**src/rtl/mem_walker_loop_ctrl_if.sv**
```systemverilog
// Handshake/config bundle between a loop-nest driver and mem_walker_loop_ctrl.
// The controller takes the slave modport; the stimulus side takes the master modport.
interface mem_walker_loop_ctrl_if #(
    parameter int unsigned LOOP_ID_W     = 5,
    parameter int unsigned NUM_MAX_LOOPS = (1 << LOOP_ID_W),
    parameter int unsigned LOOP_ITER_W   = 16
);
    logic                     cfg_loop_iter_v;
    logic [LOOP_ID_W-1:0]     cfg_loop_id;
    logic [LOOP_ITER_W-1:0]   cfg_loop_iter;
    logic                     start_req;
    logic                     stall_in;
    logic                     busy;
    logic                     start;
    logic                     stall;
    logic [NUM_MAX_LOOPS:0]   iter_done;
    logic                     block_done;
    logic                     done;

    modport master (
        output cfg_loop_iter_v, cfg_loop_id, cfg_loop_iter, start_req, stall_in,
        input  busy, start, stall, iter_done, block_done, done
    );

    modport slave (
        input  cfg_loop_iter_v, cfg_loop_id, cfg_loop_iter, start_req, stall_in,
        output busy, start, stall, iter_done, block_done, done
    );
endinterface

```
**src/rtl/mem_walker_loop_ctrl.sv**
```systemverilog
// Loop-nest sequencer for the strided memory walker (loop 0 outermost).
// Optional perf counters enabled by defining MEM_WALKER_LOOP_CTRL_PERF_EN.
module mem_walker_loop_ctrl #(
    parameter int unsigned LOOP_ID_W     = 5,
    parameter int unsigned NUM_MAX_LOOPS = (1 << LOOP_ID_W),
    parameter int unsigned LOOP_ITER_W   = 16
) (
    input  logic                    clk,
    input  logic                    reset,
    mem_walker_loop_ctrl_if.slave   bus
`ifdef MEM_WALKER_LOOP_CTRL_PERF_EN
    ,
    output logic [31:0]             perf_run_cycles,
    output logic [31:0]             perf_stall_cycles
`endif
);

    localparam int unsigned N = NUM_MAX_LOOPS;

    typedef enum logic [1:0] {
        S_IDLE  = 2'd0,
        S_START = 2'd1,
        S_RUN   = 2'd2,
        S_DONE  = 2'd3
    } state_t;

    state_t                   state_q, state_d;
    logic [LOOP_ITER_W-1:0]   iter_q [N];
    logic [LOOP_ITER_W-1:0]   iter_d [N];
    logic [LOOP_ITER_W-1:0]   cnt_q  [N];
    logic [LOOP_ITER_W-1:0]   cnt_d  [N];
    logic [N-1:0]             last;
    logic [N:0]               wrap;
    logic                     step;
    logic                     cfg_ok;

    always_ff @(posedge clk or posedge reset) begin
        if (reset) begin
            state_q <= S_IDLE;
            for (int unsigned k = 0; k < N; k++) begin
                iter_q[k] <= LOOP_ITER_W'(1);
                cnt_q[k]  <= '0;
            end
        end else begin
            state_q <= state_d;
            for (int unsigned k = 0; k < N; k++) begin
                iter_q[k] <= iter_d[k];
                cnt_q[k]  <= cnt_d[k];
            end
        end
    end

    // A stored count of 0 behaves as 1, so the loop's final index is max(iter,1)-1.
    always_comb begin
        last = '0;
        for (int unsigned k = 0; k < N; k++) begin
            if (iter_q[k] == '0) begin
                last[k] = (cnt_q[k] == '0);
            end else begin
                last[k] = (cnt_q[k] == iter_q[k] - LOOP_ITER_W'(1));
            end
        end
    end

    // wrap[k]: loops k..N-1 are all on their final index; wrap[N] is the empty product.
    always_comb begin : wrap_chain
        logic acc;
        acc     = 1'b1;
        wrap    = '0;
        wrap[N] = 1'b1;
        for (int unsigned i = 0; i < N; i++) begin
            acc             = acc & last[N-1-i];
            wrap[N-1-i]     = acc;
        end
    end

    assign step = (state_q == S_RUN) && !bus.stall_in;

    always_comb begin
        for (int unsigned k = 0; k < N; k++) begin
            cnt_d[k] = cnt_q[k];
            if (step) begin
                if (wrap[k]) begin
                    cnt_d[k] = '0;
                end else if (wrap[k+1]) begin
                    cnt_d[k] = cnt_q[k] + LOOP_ITER_W'(1);
                end
            end
        end
    end

    assign cfg_ok = bus.cfg_loop_iter_v && (state_q == S_IDLE || state_q == S_START)
                    && (32'(bus.cfg_loop_id) < N);

    always_comb begin
        iter_d = iter_q;
        if (cfg_ok) begin
            iter_d[bus.cfg_loop_id] = bus.cfg_loop_iter;
        end
    end

    always_comb begin
        state_d        = state_q;
        bus.busy       = 1'b0;
        bus.start      = 1'b0;
        bus.done       = 1'b0;
        bus.block_done = 1'b0;
        bus.iter_done  = '0;
        bus.stall      = bus.stall_in;
        case (state_q)
            S_IDLE: begin
                if (bus.start_req) begin
                    state_d = S_START;
                end
            end
            S_START: begin
                bus.busy  = 1'b1;
                bus.start = 1'b1;
                state_d   = S_RUN;
            end
            S_RUN: begin
                bus.busy = 1'b1;
                if (step) begin
                    bus.iter_done = wrap;
                    if (wrap[0]) begin
                        state_d = S_DONE;
                    end
                end
            end
            S_DONE: begin
                bus.busy       = 1'b1;
                bus.done       = 1'b1;
                bus.block_done = 1'b1;
                state_d        = S_IDLE;
            end
            default: state_d = S_IDLE;
        endcase
    end

`ifdef MEM_WALKER_LOOP_CTRL_PERF_EN
    logic [31:0] perf_run_q, perf_stall_q;

    always_ff @(posedge clk or posedge reset) begin
        if (reset) begin
            perf_run_q   <= '0;
            perf_stall_q <= '0;
        end else if (state_q == S_START) begin
            perf_run_q   <= '0;
            perf_stall_q <= '0;
        end else if (state_q == S_RUN) begin
            if (perf_run_q != '1) begin
                perf_run_q <= perf_run_q + 32'd1;
            end
            if (bus.stall_in && perf_stall_q != '1) begin
                perf_stall_q <= perf_stall_q + 32'd1;
            end
        end
    end

    assign perf_run_cycles   = perf_run_q;
    assign perf_stall_cycles = perf_stall_q;
`endif

endmodule

```
**src/flat_wrapper.sv**
```systemverilog
// flat-port wrapper written by rule: the top's interface ports become plain ports
module mem_walker_loop_ctrl_flat 
#(
    parameter int unsigned LOOP_ID_W     = 5,
    parameter int unsigned NUM_MAX_LOOPS = (1 << LOOP_ID_W),
    parameter int unsigned LOOP_ITER_W   = 16
)
  (clk, reset, bus_cfg_loop_iter_v, bus_cfg_loop_id, bus_cfg_loop_iter, bus_start_req, bus_stall_in, bus_busy, bus_start, bus_stall, bus_iter_done, bus_block_done, bus_done);
  mem_walker_loop_ctrl_if #(.LOOP_ID_W(LOOP_ID_W), .NUM_MAX_LOOPS(NUM_MAX_LOOPS), .LOOP_ITER_W(LOOP_ITER_W)) bus_i ();
  input  logic clk;
  input  logic reset;
  input wire logic [$bits(bus_i.cfg_loop_iter_v)-1:0] bus_cfg_loop_iter_v;
  input wire logic [$bits(bus_i.cfg_loop_id)-1:0] bus_cfg_loop_id;
  input wire logic [$bits(bus_i.cfg_loop_iter)-1:0] bus_cfg_loop_iter;
  input wire logic [$bits(bus_i.start_req)-1:0] bus_start_req;
  input wire logic [$bits(bus_i.stall_in)-1:0] bus_stall_in;
  output wire logic [$bits(bus_i.busy)-1:0] bus_busy;
  output wire logic [$bits(bus_i.start)-1:0] bus_start;
  output wire logic [$bits(bus_i.stall)-1:0] bus_stall;
  output wire logic [$bits(bus_i.iter_done)-1:0] bus_iter_done;
  output wire logic [$bits(bus_i.block_done)-1:0] bus_block_done;
  output wire logic [$bits(bus_i.done)-1:0] bus_done;
  assign bus_i.cfg_loop_iter_v = bus_cfg_loop_iter_v;
  assign bus_i.cfg_loop_id = bus_cfg_loop_id;
  assign bus_i.cfg_loop_iter = bus_cfg_loop_iter;
  assign bus_i.start_req = bus_start_req;
  assign bus_i.stall_in = bus_stall_in;
  assign bus_busy = bus_i.busy;
  assign bus_start = bus_i.start;
  assign bus_stall = bus_i.stall;
  assign bus_iter_done = bus_i.iter_done;
  assign bus_block_done = bus_i.block_done;
  assign bus_done = bus_i.done;
  mem_walker_loop_ctrl #(.LOOP_ID_W(LOOP_ID_W), .NUM_MAX_LOOPS(NUM_MAX_LOOPS), .LOOP_ITER_W(LOOP_ITER_W)) u_core (.clk(clk), .reset(reset), .bus(bus_i));
endmodule
```
**config.mk**
```make
export PLATFORM = sky130hd
export DESIGN_NAME = mem_walker_loop_ctrl_flat
export DESIGN_NICKNAME = d
export VERILOG_FILES = /design/src/rtl/mem_walker_loop_ctrl_if.sv /design/src/rtl/mem_walker_loop_ctrl.sv /design/src/flat_wrapper.sv
export SDC_FILE = /design/constraint.sdc
export NUM_CORES = 2
export LEC_CHECK = 0
export ABC_AREA = 1
export ABC_CLOCK_PERIOD_IN_PS = 36300
export CAP_MARGIN = 15
export CORE_UTILIZATION = 65
export CTS_CLUSTER_DIAMETER = 50
export CTS_CLUSTER_SIZE = 12
export DETAILED_ROUTE_END_ITERATION = 10
export PLACE_DENSITY = 0.79
export SLEW_MARGIN = 0
export SYNTH_ARGS = -nofsm -noshare
export SYNTH_HDL_FRONTEND = slang
export SYNTH_SLANG_ARGS = --single-unit
```
**constraint.sdc**
```tcl
create_clock -name clk -period 36.3 [get_ports clk]
set_clock_uncertainty 0.15 [all_clocks]
set_input_delay 3.63 -clock clk [delete_from_list [all_inputs] [get_ports clk]]
set_output_delay 3.63 -clock clk [all_outputs]
set_load 0.02 [all_outputs]
```
; ---- Word-level counts from Yosys, hierarchy flattened
; Cells that the tools add are included.
[classes]
add_sub_neg = 64
order_cmp = 2
eq_ne = 38
mux = 107
bitwise_logic = 32
reduce_logical = 134
[ops]
columns = cell, n
row1 = $logic_not A16 Y1, 64
row2 = $mux W16, 64
row3 = $add A16 B1 Y16 const B, 32
row4 = $bwmux W512, 1
row5 = $eq A16 B16 Y1, 32
row6 = $sub A16 B1 Y16 const B, 32
row7 = $demux W16 S5, 1
row8 = $mux W33, 2
row9 = $reduce_and A2 Y1, 31
row10 = $reduce_bool A2 Y1, 31
row11 = $mux W1, 35
row12 = $and A1 B1 Y1, 31
row13 = $pmux W2 S4, 1
row14 = $ge A6 B6 Y1 const B, 1
row15 = $lt A6 B1 Y1 const B, 1
row16 = $mux W2, 3
row17 = $not A5 Y6, 1
row18 = $eq A2 B2 Y1 const B, 2
row19 = $ne A2 B1 Y1 const B, 2
row20 = $logic_and A1 B1 Y1, 3
row21 = $reduce_and A3 Y1, 1
row22 = $reduce_or A3 Y1, 1
row23 = $eq A2 B1 Y1 const B, 1
row24 = $logic_not A2 Y1, 1
row25 = other kinds (3), 3
[word_totals]
register_bits = 1026
inputBits = 26
out_inout_bits = 38
word_cells = 442

; ---- Logic depth before layout (Yosys ltp)
[logic_depth]
word_depth = 37
depth_mapped = 31
depth_no_buf = 30

; ---- Least setup slack after synthesis
; No wires, ideal clock.
[synth_timing]
path_type = input-to-output
from = in bus_stall_in
to = out bus_iter_done[23]
t_arrival_ns = 5.427
required_ns = 32.520
path_slack_ns = 27.093
path_stages = 12
n_path_buf = 1
cell_sequence = nor2_1 inv_1 a21oi_4 inv_2 a21oi_4 nand2_4 nor2_8 nand2_4 nor2_8 nand2_2 inv_1 buf_1
[synth_between]
elab_chain_cells = 4
[synth_rtl]
columns = item, line
row1 = from (decl), flat_wrapper.sv:16  ; input wire logic [$bits(bus_i.stall_in)-1:0] bus_stall_in;
row2 = $logic_not A1 Y1, mem_walker_loop_ctrl.sv:77  ; assign step = (state_q == S_RUN) && !bus.stall_in;
row3 = $logic_and A1 B1 Y1, mem_walker_loop_ctrl.sv:77
row4 = $mux W33, mem_walker_loop_ctrl.sv:123  ; if (step) begin
row5 = $mux W33, mem_walker_loop_ctrl.sv:110  ; case (state_q)
row6 = to (decl), flat_wrapper.sv:20  ; output wire logic [$bits(bus_i.iter_done)-1:0] bus_iter_done;
; No other way between the ends.

; ---- Worst setup path in the final report
; Same ends and word-level chain as after synthesis.

==> metrics.md <==
| Metric | Value |
|---|---|
| Synthesized flop and latch total | `1026` |
| Post-synth net total | `8910` |
| Max incr delay on CP | `0.72 ns` |
| CTS-repair resized insts | `0` |
| Num Clock Sinks | `1026` |
| DP Wirelength | `118 mm` |
| Post-CTS setup repair buffer count | `0` |
| Worst hold path startpoint | `u_core.iter_q[321]` |
| Die Ht | `319 µm` |
| Vias per Instance | `5.84` |
| Final hold vios | `0` |
| Most area-hungry cell type in the Yosys netlist | `dfrtp_1` |
| Asr flop ratio synth | `1.00` |
| Final setup viols | `0` |
| RSZ-0062 raised after global routing | `false` |
| Number of global-route vias before repair | `56200` |
| Family with the most delay on the worst path | `buffers and inverters` |
| Ys flop type | `dfrtp_1` |
| Root Buffer | `clkbuf_16` |
| Worst R2R Start | `u_core.iter_q[16]` |
| Area growth, synth to finish | `9.52%` |
| Die ar. | `0.102 mm²` |
| Post-synthesis cell type count | `78` |
| Hold Path End | `u_core.iter_q[321]` |
| R2R setup slack | `30.20 ns` |
| DR pass1 iterations | `6` |
| Total CTS buffers | `134` |
| Yosys warning total | `0` |
| Layout cells sized above 1 | `0.0581` |
| TritonCTS clock tree | `yes` |
| Final core occ | `0.722` |
| Rows | `115` |
| CP required | `32.52 ns` |
| Post-synthesis sequential area ratio | `0.395` |
| Clock Pin Slew Worst Setup and Hold Paths | `0.06 ns` |
| Slew Limit Fails | `0` |
| Worst setup EP type | `output port` |
| Global-route wire length before repair | `287 mm` |
| Post-Syn Area per Cell | `7.42 µm²` |
| Post-DP Area | `0.0668 mm²` |
| CTS Hold Bufs | `0` |
| Outcome | `completed` |
| Ports | `64` |
| Ranking of synthesized cells by area | `dfrtp_1 (38%), nand2_1 (10%), xor2_1 (7.2%)` |
| Clk_lat worst skew | `0.75 ns` |
| Nature of the critical path startpoint | `primary input` |
| CP Cell Sequence | `clkdlybuf4s50_1, nor2_4, buf_4, inv_1, a21oi_4, inv_2, a21oi_4, nand2_4, nor2_8, nand2_4, nor2_8, nand2_2, inv_1, clkdlybuf4s50_1` |
| Worst-Margin Slew | `1.03 ns` |
| CP max stage cell | `clkdlybuf4s50_1` |
| Gp weighted congestion | `0.947` |
| Rel. slew slack | `0.310` |
| Peak supply drop | `0.0633 mV` |
| Most frequent cells in the layout | `nand2_1 (1768), inv_1 (1003), dfrtp_1 (994), nor2_1 (976), o21ai_0 (794)` |
| Number of synthesized flops with an enable pin | `0` |
| GRT Total Usage | `0.346` |
| Final wirelength | `176 mm` |
| Pin count of the biggest net entering global routing | `185` |
| Max clock buf depth | `3` |
| Post-Syn Instances | `8782` |
| Crit Path Category | `in2out` |
| Max Cap Viol | `0` |
| H-tree depth | `4` |
| Reg2reg end | `u_core.cnt_q[381]` |
| Initial Util | `0.659` |
| HP Class | `reg2reg` |
| Commonest non-fill, non-tap cell in the layout | `nand2_1` |
| Setup TNS | `0 ns` |
| Fin nets | `8908` |
| Crit Path Max Fanout | `21` |
| Syn Std Cell Area | `0.0652 mm²` |
| Grt ovf | `0` |
| FMAX | `0.0833 GHz` |
| Vias | `59400` |
| DR DRC count | `0` |
| Bufs and invs on worst path | `6` |
| Period Utilization, post-route | `0.331` |
| Core ar. | `0.0989 mm²` |
| Placed insts | `9923` |
| Die Wd | `319 µm` |
| I/O Buffers | `63` |
| Worst path arrival time | `8.22 ns` |
| Lkg Pwr | `34.1 nW` |
| # diodes | `0` |
| Register-to-Register Path Depth | `26` |
| Tmin final | `12.00 ns` |
| Final instance area | `0.0714 mm²` |
| Post-synth top area share | `0.382` |
| Hold Crit Depth | `2` |
| Routed len/inst | `17.3 µm` |
| Pwr Density | `71.1 mW/mm²` |
| Post-route ant nets | `0` |
| DR iter-0 viols | `5358` |
| Non-filler cells, final | `10200` |
| Initial antenna violation count | `6` |
-- report_power, final --
group	internal, W	switching (W)	leakage, nW
Combinational	0.000823	0.00128	19.4
Clock	0.000819	0.000525	2.18
Sequential	0.00136	0.000270	12.5
-- synth_stat cells (31+ instances only) --
master    number
xor2_1       535
a21oi_1      251
o21ai_0      794
ha_1         102
nor2_2        39
a211oi_1      31
nand3b_1      40
nor2_1       977
nand3_1      430
dfrtp_1      994
or2_2         58
nand4_1      291
nand2_1     1768
nor3b_1       36
nor3_1       372
o22ai_1       52
xnor2_1      253
clkbuf_1     206
inv_1       1020
dfstp_2       32
nor4_1       159
-- worst max-delay path by stage --
stage                            start                end  depth (start not counted)
after global placement    bus_stall_in  bus_iter_done[23]                         14
after floorplan                  reset    u_core.cnt_q[0]                          1
final                     bus_stall_in  bus_iter_done[23]                         14
after global routing      bus_stall_in  bus_iter_done[23]                         14
after detailed placement  bus_stall_in  bus_iter_done[23]                         14
after CTS                 bus_stall_in  bus_iter_done[23]                         14
-- tightest hold or removal path, stage by stage, from the launching register on --
cell	delay, ns
dfrtp_1	0.34
nand2_1	0.05
o21ai_0	0.06
-- routing by layer --
layer	vias to the layer above	wire (µm)	global-route usage
li1	28900	-	-
met1	28200	76400	0.468
met2	1956	81600	0.564
met3	418	10800	0.0476
met4	6	6850	0.138
met5	-	46	0
-- cells by family (layout without fill, tap and decap cells) --
kind of cell,count (synthesis),in the layout,synth area share
flops,1026,1026,0.395
xor+xnor,789,789,0.106
fa+ha+maj,102,102,0.0196
buf+inv,1304,1404,0.0762
compound gates,1269,1269,0.106
simple gates,4286,4286,0.297
mux,6,6,0.000979
-- final cells by class --
class / instances / area, µm²
timing repair buffer: 119 / 1130
clock inverter: 64 / 773
fill: 7923 / 27500
multi-input combinational: 6452 / 34500
sequential: 1026 / 25700
clock buffer: 174 / 3710
tap: 1287 / 1610
inverter: 1047 / 3940
-- through the flow --
step           power, W  hold WS (ns)  setup WS [ns]
5_1_grt         0.00547         0.356          24.14
4_1_cts         0.00507         0.340          24.42
2_1_floorplan   0.00328         0.303           3.70
6_report        0.00507         0.338          24.30
3_3_place_gp    0.00363         0.317          24.53
3_5_place_dp    0.00370         0.326          24.43
-- state kept, by name, indices dropped and copies added (netlist names) --
signal,cells
u_core.cnt_q,512
u_core.iter_q,512
u_core.state_q,2
Note: power is estimated with default switching activity, not from simulation.
